### src/rtl/reg_wb_pkg.sv
// Shared defaults and the load-result FIFO entry type for the writeback controller.
package reg_wb_pkg;

  localparam int unsigned DATA_W     = 16;
  localparam int unsigned NUM_REGS   = 8;
  localparam int unsigned SEL_W      = $clog2(NUM_REGS);
  localparam int unsigned FIFO_DEPTH = 2;

  typedef struct packed {
    logic [SEL_W-1:0]  sel;
    logic [DATA_W-1:0] data;
  } wb_entry_t;

endpackage

### src/rtl/reg_wb_fifo.sv
// Small synchronous FIFO buffering load results ahead of the register-file write port.
module reg_wb_fifo import reg_wb_pkg::*; #(
  parameter int unsigned Width = $bits(wb_entry_t),
  parameter int unsigned Depth = FIFO_DEPTH,
  localparam int unsigned PtrW = (Depth > 1) ? $clog2(Depth) : 1,
  localparam int unsigned CntW = $clog2(Depth + 1)
) (
  input  logic            clk,
  input  logic            rst,
  input  logic            push,
  input  logic [Width-1:0] pushData,
  input  logic            pop,
  output logic [Width-1:0] headData,
  output logic [CntW-1:0] count,
  output logic            empty
);

  logic [Width-1:0] mem [Depth];
  logic [PtrW-1:0]  wrPtrQ, wrPtrD;
  logic [PtrW-1:0]  rdPtrQ, rdPtrD;
  logic [CntW-1:0]  countQ, countD;
  logic             doPush, doPop;
  logic             full;

  assign empty    = (countQ == '0);
  assign full     = (countQ == CntW'(Depth));
  assign doPush   = push && !full;
  assign doPop    = pop && !empty;
  assign count    = countQ;
  assign headData = mem[rdPtrQ];

  always_comb begin
    wrPtrD = wrPtrQ;
    rdPtrD = rdPtrQ;
    countD = countQ;
    if (doPush) begin
      wrPtrD = (wrPtrQ == PtrW'(Depth - 1)) ? '0 : wrPtrQ + PtrW'(1);
    end
    if (doPop) begin
      rdPtrD = (rdPtrQ == PtrW'(Depth - 1)) ? '0 : rdPtrQ + PtrW'(1);
    end
    unique case ({doPush, doPop})
      2'b10:   countD = countQ + CntW'(1);
      2'b01:   countD = countQ - CntW'(1);
      default: countD = countQ;
    endcase
  end

  always_ff @(posedge clk or negedge rst) begin
    if (!rst) begin
      wrPtrQ <= '0;
      rdPtrQ <= '0;
      countQ <= '0;
    end else begin
      wrPtrQ <= wrPtrD;
      rdPtrQ <= rdPtrD;
      countQ <= countD;
    end
  end

  // Storage needs no reset; the count alone defines which entries are live.
  always_ff @(posedge clk) begin
    if (doPush) begin
      mem[wrPtrQ] <= pushData;
    end
  end

endmodule

### src/rtl/reg_wb_ctrl.sv
// Register-file writeback controller: ALU/load arbitration, pending-write scoreboard, RAW hazard.
// Define REG_WB_BYPASS_EN to forward the in-flight write to decode instead of stalling on it.
module reg_wb_ctrl #(
  parameter int unsigned DATA_W     = reg_wb_pkg::DATA_W,
  parameter int unsigned NUM_REGS   = reg_wb_pkg::NUM_REGS,
  parameter int unsigned FIFO_DEPTH = reg_wb_pkg::FIFO_DEPTH,
  localparam int unsigned SEL_W     = $clog2(NUM_REGS)
) (
  input  logic                clk,
  input  logic                rst,
  input  logic                alu_valid,
  input  logic [SEL_W-1:0]    alu_sel,
  input  logic [DATA_W-1:0]   alu_data,
  input  logic                mem_valid,
  output logic                mem_ready,
  input  logic [SEL_W-1:0]    mem_sel,
  input  logic [DATA_W-1:0]   mem_data,
  input  logic                issue_en,
  input  logic [SEL_W-1:0]    issue_sel,
  input  logic [SEL_W-1:0]    ReadSelS,
  input  logic [SEL_W-1:0]    ReadSelT,
  output logic                hazard,
  output logic                WrRegEn,
  output logic [SEL_W-1:0]    WrSel,
  output logic [DATA_W-1:0]   DataIn,
  output logic [NUM_REGS-1:0] pending,
  output logic                FwdSEn,
  output logic                FwdTEn,
  output logic [DATA_W-1:0]   FwdS,
  output logic [DATA_W-1:0]   FwdT
);

  import reg_wb_pkg::*;

  localparam int unsigned EntryW = $bits(wb_entry_t);
  localparam int unsigned CntW   = $clog2(FIFO_DEPTH + 1);

  wb_entry_t          pushEntry, headEntry;
  logic [EntryW-1:0]  headBits;
  logic [CntW-1:0]    fifoCount;
  logic               fifoEmpty;
  logic               fifoPush, fifoPop;

  logic               wrEnQ, wrEnD;
  logic [SEL_W-1:0]   wrSelQ, wrSelD;
  logic [DATA_W-1:0]  wrDataQ, wrDataD;
  logic [NUM_REGS-1:0] pendingQ, pendingD;
  logic               wrHitS, wrHitT;

  // Ready ignores a same-cycle pop so the push path never depends on arbitration.
  assign mem_ready = (fifoCount < CntW'(FIFO_DEPTH));
  assign fifoPush  = mem_valid && mem_ready;
  assign fifoPop   = !alu_valid && !fifoEmpty;

  assign pushEntry.sel  = mem_sel;
  assign pushEntry.data = mem_data;
  assign headEntry      = wb_entry_t'(headBits);

  reg_wb_fifo #(
    .Width (EntryW),
    .Depth (FIFO_DEPTH)
  ) u_fifo (
    .clk      (clk),
    .rst      (rst),
    .push     (fifoPush),
    .pushData (pushEntry),
    .pop      (fifoPop),
    .headData (headBits),
    .count    (fifoCount),
    .empty    (fifoEmpty)
  );

  // ALU always wins; an idle cycle holds select and data so the write port stays quiet.
  always_comb begin
    wrEnD   = 1'b0;
    wrSelD  = wrSelQ;
    wrDataD = wrDataQ;
    if (alu_valid) begin
      wrEnD   = 1'b1;
      wrSelD  = alu_sel;
      wrDataD = alu_data;
    end else if (fifoPop) begin
      wrEnD   = 1'b1;
      wrSelD  = headEntry.sel;
      wrDataD = headEntry.data;
    end
  end

  // A new issue to the same register outranks retirement of the older load.
  always_comb begin
    pendingD = pendingQ;
    if (fifoPop) begin
      pendingD[headEntry.sel] = 1'b0;
    end
    if (issue_en) begin
      pendingD[issue_sel] = 1'b1;
    end
  end

  always_ff @(posedge clk or negedge rst) begin
    if (!rst) begin
      wrEnQ    <= 1'b0;
      wrSelQ   <= '0;
      wrDataQ  <= '0;
      pendingQ <= '0;
    end else begin
      wrEnQ    <= wrEnD;
      wrSelQ   <= wrSelD;
      wrDataQ  <= wrDataD;
      pendingQ <= pendingD;
    end
  end

  assign WrRegEn = wrEnQ;
  assign WrSel   = wrSelQ;
  assign DataIn  = wrDataQ;
  assign pending = pendingQ;

  assign wrHitS = wrEnQ && (wrSelQ == ReadSelS);
  assign wrHitT = wrEnQ && (wrSelQ == ReadSelT);

`ifdef REG_WB_BYPASS_EN
  assign hazard = pendingQ[ReadSelS] | pendingQ[ReadSelT];
  assign FwdSEn = wrHitS;
  assign FwdTEn = wrHitT;
  assign FwdS   = wrDataQ;
  assign FwdT   = wrDataQ;
`else
  // During the write cycle the register file still returns the old value.
  assign hazard = pendingQ[ReadSelS] | pendingQ[ReadSelT] | wrHitS | wrHitT;
  assign FwdSEn = 1'b0;
  assign FwdTEn = 1'b0;
  assign FwdS   = '0;
  assign FwdT   = '0;
`endif

endmodule

### config.mk
export PLATFORM = sky130hd
export DESIGN_NAME = reg_wb_ctrl
export DESIGN_NICKNAME = d
export VERILOG_FILES = /design/src/rtl/reg_wb_pkg.sv /design/src/rtl/reg_wb_fifo.sv /design/src/rtl/reg_wb_ctrl.sv
export SDC_FILE = /design/constraint.sdc
export NUM_CORES = 1
export LEC_CHECK = 0
export BUFFER_PORTS_ARGS = -buffer_cell sky130_fd_sc_hd__buf_2
export CAP_MARGIN = 20
export CORE_MARGIN = 1
export CORE_UTILIZATION = 40
export DETAILED_ROUTE_END_ITERATION = 8
export GPL_ROUTABILITY_DRIVEN = 0
export GPL_TIMING_DRIVEN = 0
export HOLD_SLACK_MARGIN = 0.12
export PLACE_DENSITY = 0.76
export SYNTH_ARGS = -nofsm -noshare
export SYNTH_HDL_FRONTEND = slang
export SYNTH_SLANG_ARGS = --single-unit
### constraint.sdc
create_clock -name clk -period 1.9 [get_ports clk]
set_clock_uncertainty 0.15 [all_clocks]
set_input_delay 0.19 -clock clk [delete_from_list [all_inputs] [get_ports clk]]
set_output_delay 0.19 -clock clk [all_outputs]
set_load 0.01 [all_outputs]
; ---- After elaboration in Yosys (flattened, before gate mapping)
; Memory sizes are Yosys's and may differ from the RTL's.
; Cells that the tools add are included.
[totals]
ramBits = 38
wordCells = 65
output_inout_bits = 64
mem_count = 1
input_bits = 52
regBits = 32
[mem_list]
columns = name, depth, word_bits, read_ports, rd_ports_with_merged_regs, wr, line_no
row1 = u_fifo.mem, 2, 19, 1, 0, 1, reg_wb_fifo.sv:18  ; logic [Width-1:0] mem [Depth];
[classes]
n_bitwise = 6
add_sub_neg = 4
n_eq_ne = 5
muxes = 21
n_reduce_logical = 14
magnitude_cmp = 7
[ops]
columns = op, n
row1 = 2-to-1 mux 16 bit, 2
row2 = < comparator 3 x 4 -> 1 bit (second input constant), 4
row3 = 2-to-1 mux 8 bit, 2
row4 = 2-to-1 mux 1 bit, 10
row5 = bitwise AND 8 bit, 1
row6 = logical AND 1 bit, 8
row7 = inverter 8 bit, 1
row8 = bitwise OR 8 bit, 1
row9 = binary-select mux 1 bit (select 3 bit), 2
row10 = demux 1 bit (select 3 bit), 2
row11 = equality test 3 bit, 2
row12 = >= comparator 3 x 1 -> 1 bit (second input constant), 2
row13 = 2-to-1 mux 3 bit, 2
row14 = equality test 2 bit (second input constant), 2
row15 = case mux 2 bit (2 select lines), 1
row16 = nonzero test 2 bit, 2
row17 = logical NOT 1 bit, 3
row18 = bitwise OR 1 bit, 3
row19 = adder 1 bit (second input constant), 2
row20 = adder 2 x 1 -> 2 bit (second input constant), 1
row21 = equality test 2 x 1 -> 1 bit (second input constant), 1
row22 = logical NOT 2 bit, 1
row23 = < comparator 2 bit (second input constant), 1
row24 = subtractor 2 x 1 -> 2 bit (second input constant), 1

; ---- Longest topological paths before layout
; Gate-level depths: netlist of run 1.
; An unclocked memory read counts as a cell.
[depth]
depth_word = 10
mapped_depth = 6
depth_no_buf = 6

; ---- Hierarchy
; A second synthesis of run 1 with hierarchy kept.
[unflattened]
hier_cells = 251
hier_area_um2 = 3271.9
[by_module_without_submodules]
columns = mod, cells_per_inst, n_inst, area_each_um2, seq_area_each_um2
row1 = reg_wb_ctrl, 174, 1, 1710.4, 700.7
row2 = reg_wb_fifo, 77, 1, 1561.5, 1241.2

; ---- Worst setup path before layout of run 1
; Ideal clock, no wire load.
[synth_timing]
path_type = register -> register
from = register u_fifo.countQ[1] (netlist: u_fifo.count[1])
to = memory u_fifo.mem[0][0] in the netlist's numbering (enable)
stages_incl_launch_ff = 4
setup_slack_ns = -0.138
period_less_slack_ns = 2.038
setup_time_ns = 0.395
arrival_time_ns = 1.493
path_cell_list = dfrtp_1 -> inv_1 -> nand2_1 -> nor2_1
[synth_between]
elab_chain_len = 5
[synth_lines]
columns = item, line_no
row1 = start: declaration, reg_wb_fifo.sv:21  ; logic [CntW-1:0] countQ, countD;
row2 = start signal: assignment, reg_wb_fifo.sv:57  ; countQ <= countD;
row3 = < comparator 2 bit, reg_wb_ctrl.sv:51  ; assign mem_ready = (fifoCount < CntW'(FIFO_DEPTH));
row4 = net mem_ready, reg_wb_ctrl.sv:15  ; output logic mem_ready,
row5 = logical AND 1 bit, reg_wb_ctrl.sv:52  ; assign fifoPush = mem_valid && mem_ready;
row6 = logical AND 1 bit, reg_wb_fifo.sv:27  ; assign doPush = push && !full;
row7 = 2-to-1 mux 1 bit, reg_wb_fifo.sv:63  ; if (doPush) begin
row8 = 2-to-1 mux 1 bit (implied by the code), reg_wb_fifo.sv:64  ; mem[wrPtrQ] <= pushData;
row9 = end: declaration, reg_wb_fifo.sv:18
; The timed path passes the listed nets, and every way through them passes these cells.

; ---- Worst setup path after layout of run 1
[layout_timing]
from = register pendingQ[7] (netlist: pending[7])
to = output port hazard
[layout_between]
elab_chain_len = 5
[layout_lines]
columns = item, line_no
row1 = start: declaration, reg_wb_ctrl.sv:47  ; logic [NUM_REGS-1:0] pendingQ, pendingD;
row2 = start signal: assignment, reg_wb_ctrl.sv:110  ; pendingQ <= pendingD;
row3 = binary-select mux 1 bit (select 3 bit), reg_wb_ctrl.sv:130  ; assign hazard = pendingQ[ReadSelS] | pendingQ[ReadSelT] | wrHitS | wrHitT;
row4 = 2-to-1 mux 1 bit (implied by the code), reg_wb_ctrl.sv:130
row5 = bitwise OR 1 bit (*) (3 in a row), reg_wb_ctrl.sv:130
row6 = end: declaration, reg_wb_ctrl.sv:22  ; output logic hazard,
; Every way passes the cells marked *; elsewhere a longest branch is shown, timed or not. The select of a mux whose other input is x is not followed.

==> results of run 1 <==
routing by layer:
metal / vias to the layer above / wire, um / share of wire (%)
li1: 1234 / - / -
met1: 1189 / 2980 / 41
met2: 121 / 3690 / 50
met3: 12 / 515 / 7.0
met4: 0 / 127 / 1.7
met5: - / 0 / 0
power groups by stage:
stage | Clock [uW] | Sequential (uW) | Combinational [uW]
floorplan | 0 | 2380 | 1220
global placement | 0 | 2320 | 1870
detailed placement | 0 | 2340 | 1920
CTS | 1210 | 2290 | 2110
global route | 1270 | 2350 | 2340
finish | 1190 | 2290 | 2120
cells by family (layout without fill, tap and decap cells):
kind of cell             Yosys count  count (layout)  synth area share [%]
adder cells (fa/ha/maj)            1               1                 0.387
AO/OA/AOI/OAI                     58              58                  9.45
AND/OR/NAND/NOR                   61              61                  8.29
buffers and inverters             44             192                  9.76
multiplexers                      25              25                  9.41
XOR/XNOR                           9               9                  2.44
other                              1              34                 0.116
flip-flops                        70              70                  60.1
final timing paths:
kind / from / end / slack [ns]
setup / recovery: pending[7] / hazard / -0.02
hold / removal: alu_valid / u_fifo.rdPtrQ / 0.18
setup reg to reg: u_fifo.count[1] / u_fifo.mem[0][11] / 0.18
hold reg to reg: u_fifo.wrPtrQ / u_fifo.wrPtrQ / 0.40
max in group asynchronous: rst / WrSel[1] / 0.77
min in group asynchronous: rst / DataIn[11] / 0.30
repair_timing:
action,in CTS,in global routing
gates cloned,0,0
setup buffers,6,0
resized for setup,3,2
endpoints found under the setup margin,20,20
hold buffers,45,0
endpoints found under the hold margin,98,0
cell type report:
type / count / area [um^2] / share of cell area [%]
Clock buffer: 9 / 124 / 2.70
Sequential cell: 70 / 1940 / 42.3
Tap cell: 102 / 128 / 2.78
Buffer: 43 / 312 / 6.78
Multi-Input combinational cell: 188 / 1110 / 24.2
Timing Repair Buffer: 132 / 901 / 19.6
Inverter: 1 / 3.75 / 0.0817
Clock inverter: 7 / 73.8 / 1.61
metrics by stage:
stage | area, um^2 | setup WS [ns] | utilization, % | hold WS (ns) | total power, uW
final | 4590 | -0.0158 | 59.1 | 0.180 | 5600
after global routing | 4590 | -0.115 | 59.1 | 0.195 | 5960
after CTS | 4590 | -0.0384 | 59.1 | 0.168 | 5610
after detailed placement | 3890 | -0.142 | 50.1 | 0.159 | 4260
after global placement | 3890 | -0.121 | 50.1 | 0.141 | 4190
after floorplan | 3360 | 0.166 | - | -0.256 | 3600
registers in the layout, summed over array words and instances (netlist names):
register	count
u_fifo.rdPtrQ	1
u_fifo.count	2
u_fifo.mem	38
WrRegEn	1
pending	8
u_fifo.wrPtrQ	1
DataIn	16
WrSel	3
critical path, delay by kind of cell, from the launching register on:
family	cells	cell delay, ns
buffers and inverters	1	0.14
flip-flops	1	0.41
multiplexers	2	0.60
AND/OR/NAND/NOR	1	0.08
cell usage in the layout (no fill, tap or decap), types with 4 or more instances in the layout:
cell type / netlist / final
nor2_1: 19 / 18
mux2i_1: 20 / 20
buf_4: 34 / 40
xnor2_1: 4 / 4
a21oi_1: 16 / 16
conb_1: 1 / 34
xor2_1: 5 / 5
clkbuf_1: 4 / 4
dlygate4sd3_1: 0 / 45
clkbuf_8: 0 / 9
edfxtp_1: 38 / 38
nand2b_1: 5 / 5
dfrtp_1: 32 / 31
mux4_2: 4 / 4
o21ai_0: 33 / 32
buf_2: 3 / 84
nand2_1: 29 / 29
o21ai_1: 4 / 5
==> results_dict.tcl, run 1 <==
set metrics [dict create \
    synth.lib_cells_used.distinct 31 \
    antenna_left 0 \
    grt-busiest-layer "met2" \
    nets 498 \
    switching_share_pct 35.0 \
    place_hpwl_mm 4.76 \
    portBuffers 81 \
    number_of_antenna_violations_at_the_first_check_in_global_routing 0 \
    hp-class "in2reg" \
    slew_violations 0 \
    postSynthCellCount 269 \
    floorplan_die_width_um 91.9 \
    cp_cell_sequence "mux4_2 > mux2i_1 > nand3_1 > buf_2" \
    vdd.ir_drop.worst_mv 0.750 \
    slowest_stage "mux4_2" \
    yosys_warnings 0 \
    syn_avg_cell_area_um2 12.0 \
    worst-endpoint-arrival_ns 1.58 \
    grt_first_pass_wirelength_mm 12.1 \
    maximum_number_of_pins_on_one_net_before_global_route_repair 33 \
    sequentialPowerShare_pct 40.9 \
    globalRouteMet1Util_pct 22.1 \
    insertion_delay_ns 0.34 \
    rsz0062_at_grt "yes" \
    synthesis.area_um2 3230 \
    tritoncts.num_buffers 9 \
    fraction_of_layout_instances_using_a_drive_strength_above_1_pct 34.4 \
    avgViaCountPerCell 4.63 \
    routed_wl_mm 7.31 \
    cts.sinks 70 \
    layout_worst_path_cycle_share_pct 101 \
    combinationalPowerShare_pct 37.8 \
    achievable-frequency_ghz 0.522 \
    timing_worst_setup_path_type "reg2out" \
    ys_seq_area_share_pct 60.1 \
    register_bit_count_reported_by_yosys 70 \
    cts_root_buf "clkbuf_8" \
    remaining_drc_errors 0 \
    io_pins 116 \
    worstRegToRegCells 3 \
    setup_viol 1 \
    power_density_nw_per_um2 1220 \
    met2_usage_pct 32.6 \
    grt_remaining_overflow 0 \
    placed_cells_incl_taps 485 \
    placeableCoreArea_um2 7770 \
    clock_tree.buffer_depth 2 \
    synth.most_common_cell "edfxtp_1" \
    slew_headroom_pct 49.9 \
    synth_top_area_cell "edfxtp_1" \
    htreeDepth 3 \
    wl_per_cell_um 13.2 \
    layout.cells.non_filler 552 \
    maxCapViolations 0 \
    internal_power_of_the_cells_uw 3640 \
    clock_pin_slew_of_the_registers_on_the_worst_case_setup_and_hold_paths_ns 0.08 \
    post_synth_main_area_contributors "edfxtp_1 (35%), dfrtp_1 (25%), buf_4 (7.9%)" \
    track_usage_pct 18.7 \
    run_status "finished with violations" \
    netlist.area_leader.share_pct 35.3 \
    drtIter0Drc 145 \
    tritoncts_clock_tree "built" \
    leakage_uw 0.00210 \
    grtUsageMet3_pct 4.31 \
    worstPathRequired_ns 1.56 \
    max_slew.worst_pin.slew_ns 0.752 \
    critical_path.startpoint_type "flop" \
    whs_path_depth 3 \
    number_of_enable_type_register_cells_in_the_synthesized_netlist 38 \
    fp.dieH_um 91.9 \
    switching_power_uw 1960 \
    final.fill_count 635 \
    cpPeakStageDelay_ns 0.46 \
    placement_rows 32 \
    fin_tns_setup_ns -0.0158 \
    final_critical_delay_including_setup_and_external_delays_ns 1.92 \
    insertedDiodeCount 0 \
    path_max_fanout 4 \
    count_of_vias_placed_by_the_detailed_router 2556 \
    power_frac_clock_pct 21.2 \
    drt_first_pass_iters 4 \
    vias_in_the_first_global_route 2599 \
    violated_checks "negative setup slack" \
    asr_flop_ratio_synth_pct 45.7 \
    floorplan.die_area_um2 8440 \
    final.setup.worst_slack_ns -0.0158 \
    timing.final.hold_violations 0 \
    worstSetupEndpointType "output port" \
    flow.area_growth_from_synthesis_pct 42.3 \
    initial_utilization_pct 41.6 \
    ys.flop_type "edfxtp_1" \
    synth_top_cells_by_count "edfxtp_1 (38), buf_4 (34), o21ai_0 (33), dfrtp_1 (32), nand2_1 (29)" \
]
(Power assumes the default switching activity.)
==> inputs of run 2 (changes only) <==
Settings changed: PLACE_DENSITY 0.76 to 0.69.
==> run 2 against run 1 <==
Against the previous run:
- the flow still finishes with violations (negative setup slack)
- cell count is 0.91% lower
- design area is 0.11% lower
- sequential power hardly changed
- fmax is 2.5% lower
- register-to-register slack hardly changed
==> results_dict.tcl, run 2 (synthesis gave the netlist of run 1 again) <==
set metrics [dict create \
    remaining_drc_errors 0 \
    io_pins 116 \
    cpPeakStageDelay_ns 0.48 \
    run_status "finished with violations" \
    whs_path_depth 3 \
    clock_tree.buffer_depth 2 \
    insertion_delay_ns 0.35 \
    htreeDepth 3 \
    final_critical_delay_including_setup_and_external_delays_ns 1.97 \
    achievable-frequency_ghz 0.509 \
    final.setup.worst_slack_ns -0.0658 \
    tritoncts_clock_tree "built" \
    fin_tns_setup_ns -0.0658 \
    worst-endpoint-arrival_ns 1.63 \
    largest_register_ff_count 38 \
    place_hpwl_mm 4.72 \
    cp_cell_sequence "mux4_2 > mux2i_1 > nand3_1 > buf_2" \
    count_of_vias_placed_by_the_detailed_router 2514 \
    violated_checks "negative setup slack" \
    slew_violations 0 \
    max_slew.worst_pin.slew_ns 0.725 \
    placed_cells_incl_taps 485 \
    fp.dieH_um 91.9 \
    number_of_antenna_violations_at_the_first_check_in_global_routing 0 \
    cts.sinks 70 \
    worstPathRequired_ns 1.56 \
    report.power.total_uw 5730 \
    worst_reg2reg_setup_slack_ns 0.17 \
    track_usage_pct 17.7 \
    routed_wl_mm 7.13 \
    vdd.ir_drop.worst_mv 0.670 \
    portBuffers 81 \
    critical_path.startpoint_type "flop" \
    maximum_number_of_pins_on_one_net_before_global_route_repair 33 \
    floorplan_die_width_um 91.9 \
    rsz0062_at_grt "yes" \
    insertedDiodeCount 0 \
    initial_utilization_pct 41.6 \
    drt_first_pass_iters 4 \
    flow.area_growth_from_synthesis_pct 42.1 \
    timing.final.hold_violations 0 \
    hp-class "in2reg" \
    slew_headroom_pct 51.7 \
    most_frequent_cells_in_the_layout "buf_2 (84), dlygate4sd3_1 (45), edfxtp_1 (38)" \
    placement_rows 32 \
    cts_root_buf "clkbuf_8" \
    layout_worst_path_cycle_share_pct 103 \
    worstSetupEndpointType "output port" \
    register_with_the_highest_flop_count "u_fifo.mem" \
    timing_worst_setup_path_type "reg2out" \
    path_max_fanout 4 \
    holdWs_ns 0.180 \
    floorplan.die_area_um2 8440 \
    nets 493 \
    power_density_nw_per_um2 1250 \
    detailedPlace.worstSlack_ns -0.164 \
    drtIter0Drc 83 \
    leakage_uw 0.00209 \
    avgViaCountPerCell 4.60 \
    final_common_cell "buf_2" \
    endpoint_of_the_most_critical_register_to_register_path "u_fifo.mem[0][9]" \
    vias_in_the_first_global_route 2431 \
    slowest_stage "mux4_2" \
    fraction_of_layout_instances_using_a_drive_strength_above_1_pct 33.0 \
    rr_startpoint "u_fifo.count[1]" \
    grt_remaining_overflow 0 \
    maxCapViolations 0 \
    placeableCoreArea_um2 7770 \
    setup_viol 1 \
    tritoncts.num_buffers 9 \
    worst_hold_startpoint "alu_valid" \
    layout.cells.non_filler 547 \
    antenna_left 0 \
    worstRegToRegCells 3 \
    worstHoldEndpoint "u_fifo.rdPtrQ" \
    clock_pin_slew_of_the_registers_on_the_worst_case_setup_and_hold_paths_ns 0.07 \
    wl_per_cell_um 13.0 \
    grt_first_pass_wirelength_mm 11.3 \
]
## run 2: stage by stage
stage / util (%) / cell area (um^2)
floorplan: - / 3360
global placement: 50.1 / 3890
detailed placement: 50.1 / 3890
CTS: 59.1 / 4590
global route: 59.1 / 4590
finish: 59.1 / 4590
## run 2: repair_timing
action                                 4_1_cts  5_1_grt
hold buffers                                45        0
endpoints found under the hold margin       98        0
pin swaps                                    0        1
setup buffers                                1        0
gates resized for setup                      2        0
setup endpoints to repair                   39        1
## run 2: worst max-delay path by stage
stage / cells past startpoint / from / endpoint
final: 4 / pending[7] / hazard
after global routing: 4 / pending[7] / hazard
after CTS: 4 / pending[7] / hazard
after detailed placement: 3 / u_fifo.count[1] / u_fifo.mem[0][2]
after global placement: 3 / u_fifo.count[1] / u_fifo.mem[0][7]
after floorplan: 3 / u_fifo.count[1] / u_fifo.mem[0][0]
## run 2: final cells by class
class                      instances  area [um^2]
fill                             647         3180
tap                              102          128
clock buffer                       9          124
timing repair buffer             127          863
clock inverter                     7          113
buffer                            43          312
sequential                        70         1940
multi-input combinational        188         1100
inverter                           1         3.75
## run 2: critical path, delay by kind of cell, from the launching register on
family / cells / cell delay, ns
buffers and inverters: 1 / 0.14
and+or+nand+nor: 1 / 0.09
muxes: 2 / 0.63
DFF: 1 / 0.42
## run 2: report_power, final
part           internal (uW)  switching, uW  total, uW
sequential              2040            276       2320
combinational            929           1070       2000
clock                    864            549       1410
total                   3830           1900       5730
## run 2: per-layer routing
metal / track usage, % / wire length, um
met4: 8.59 / 133
met5: 0 / 0
met3: 4.31 / 520
met2: 30.1 / 3490
met1: 21.0 / 2990
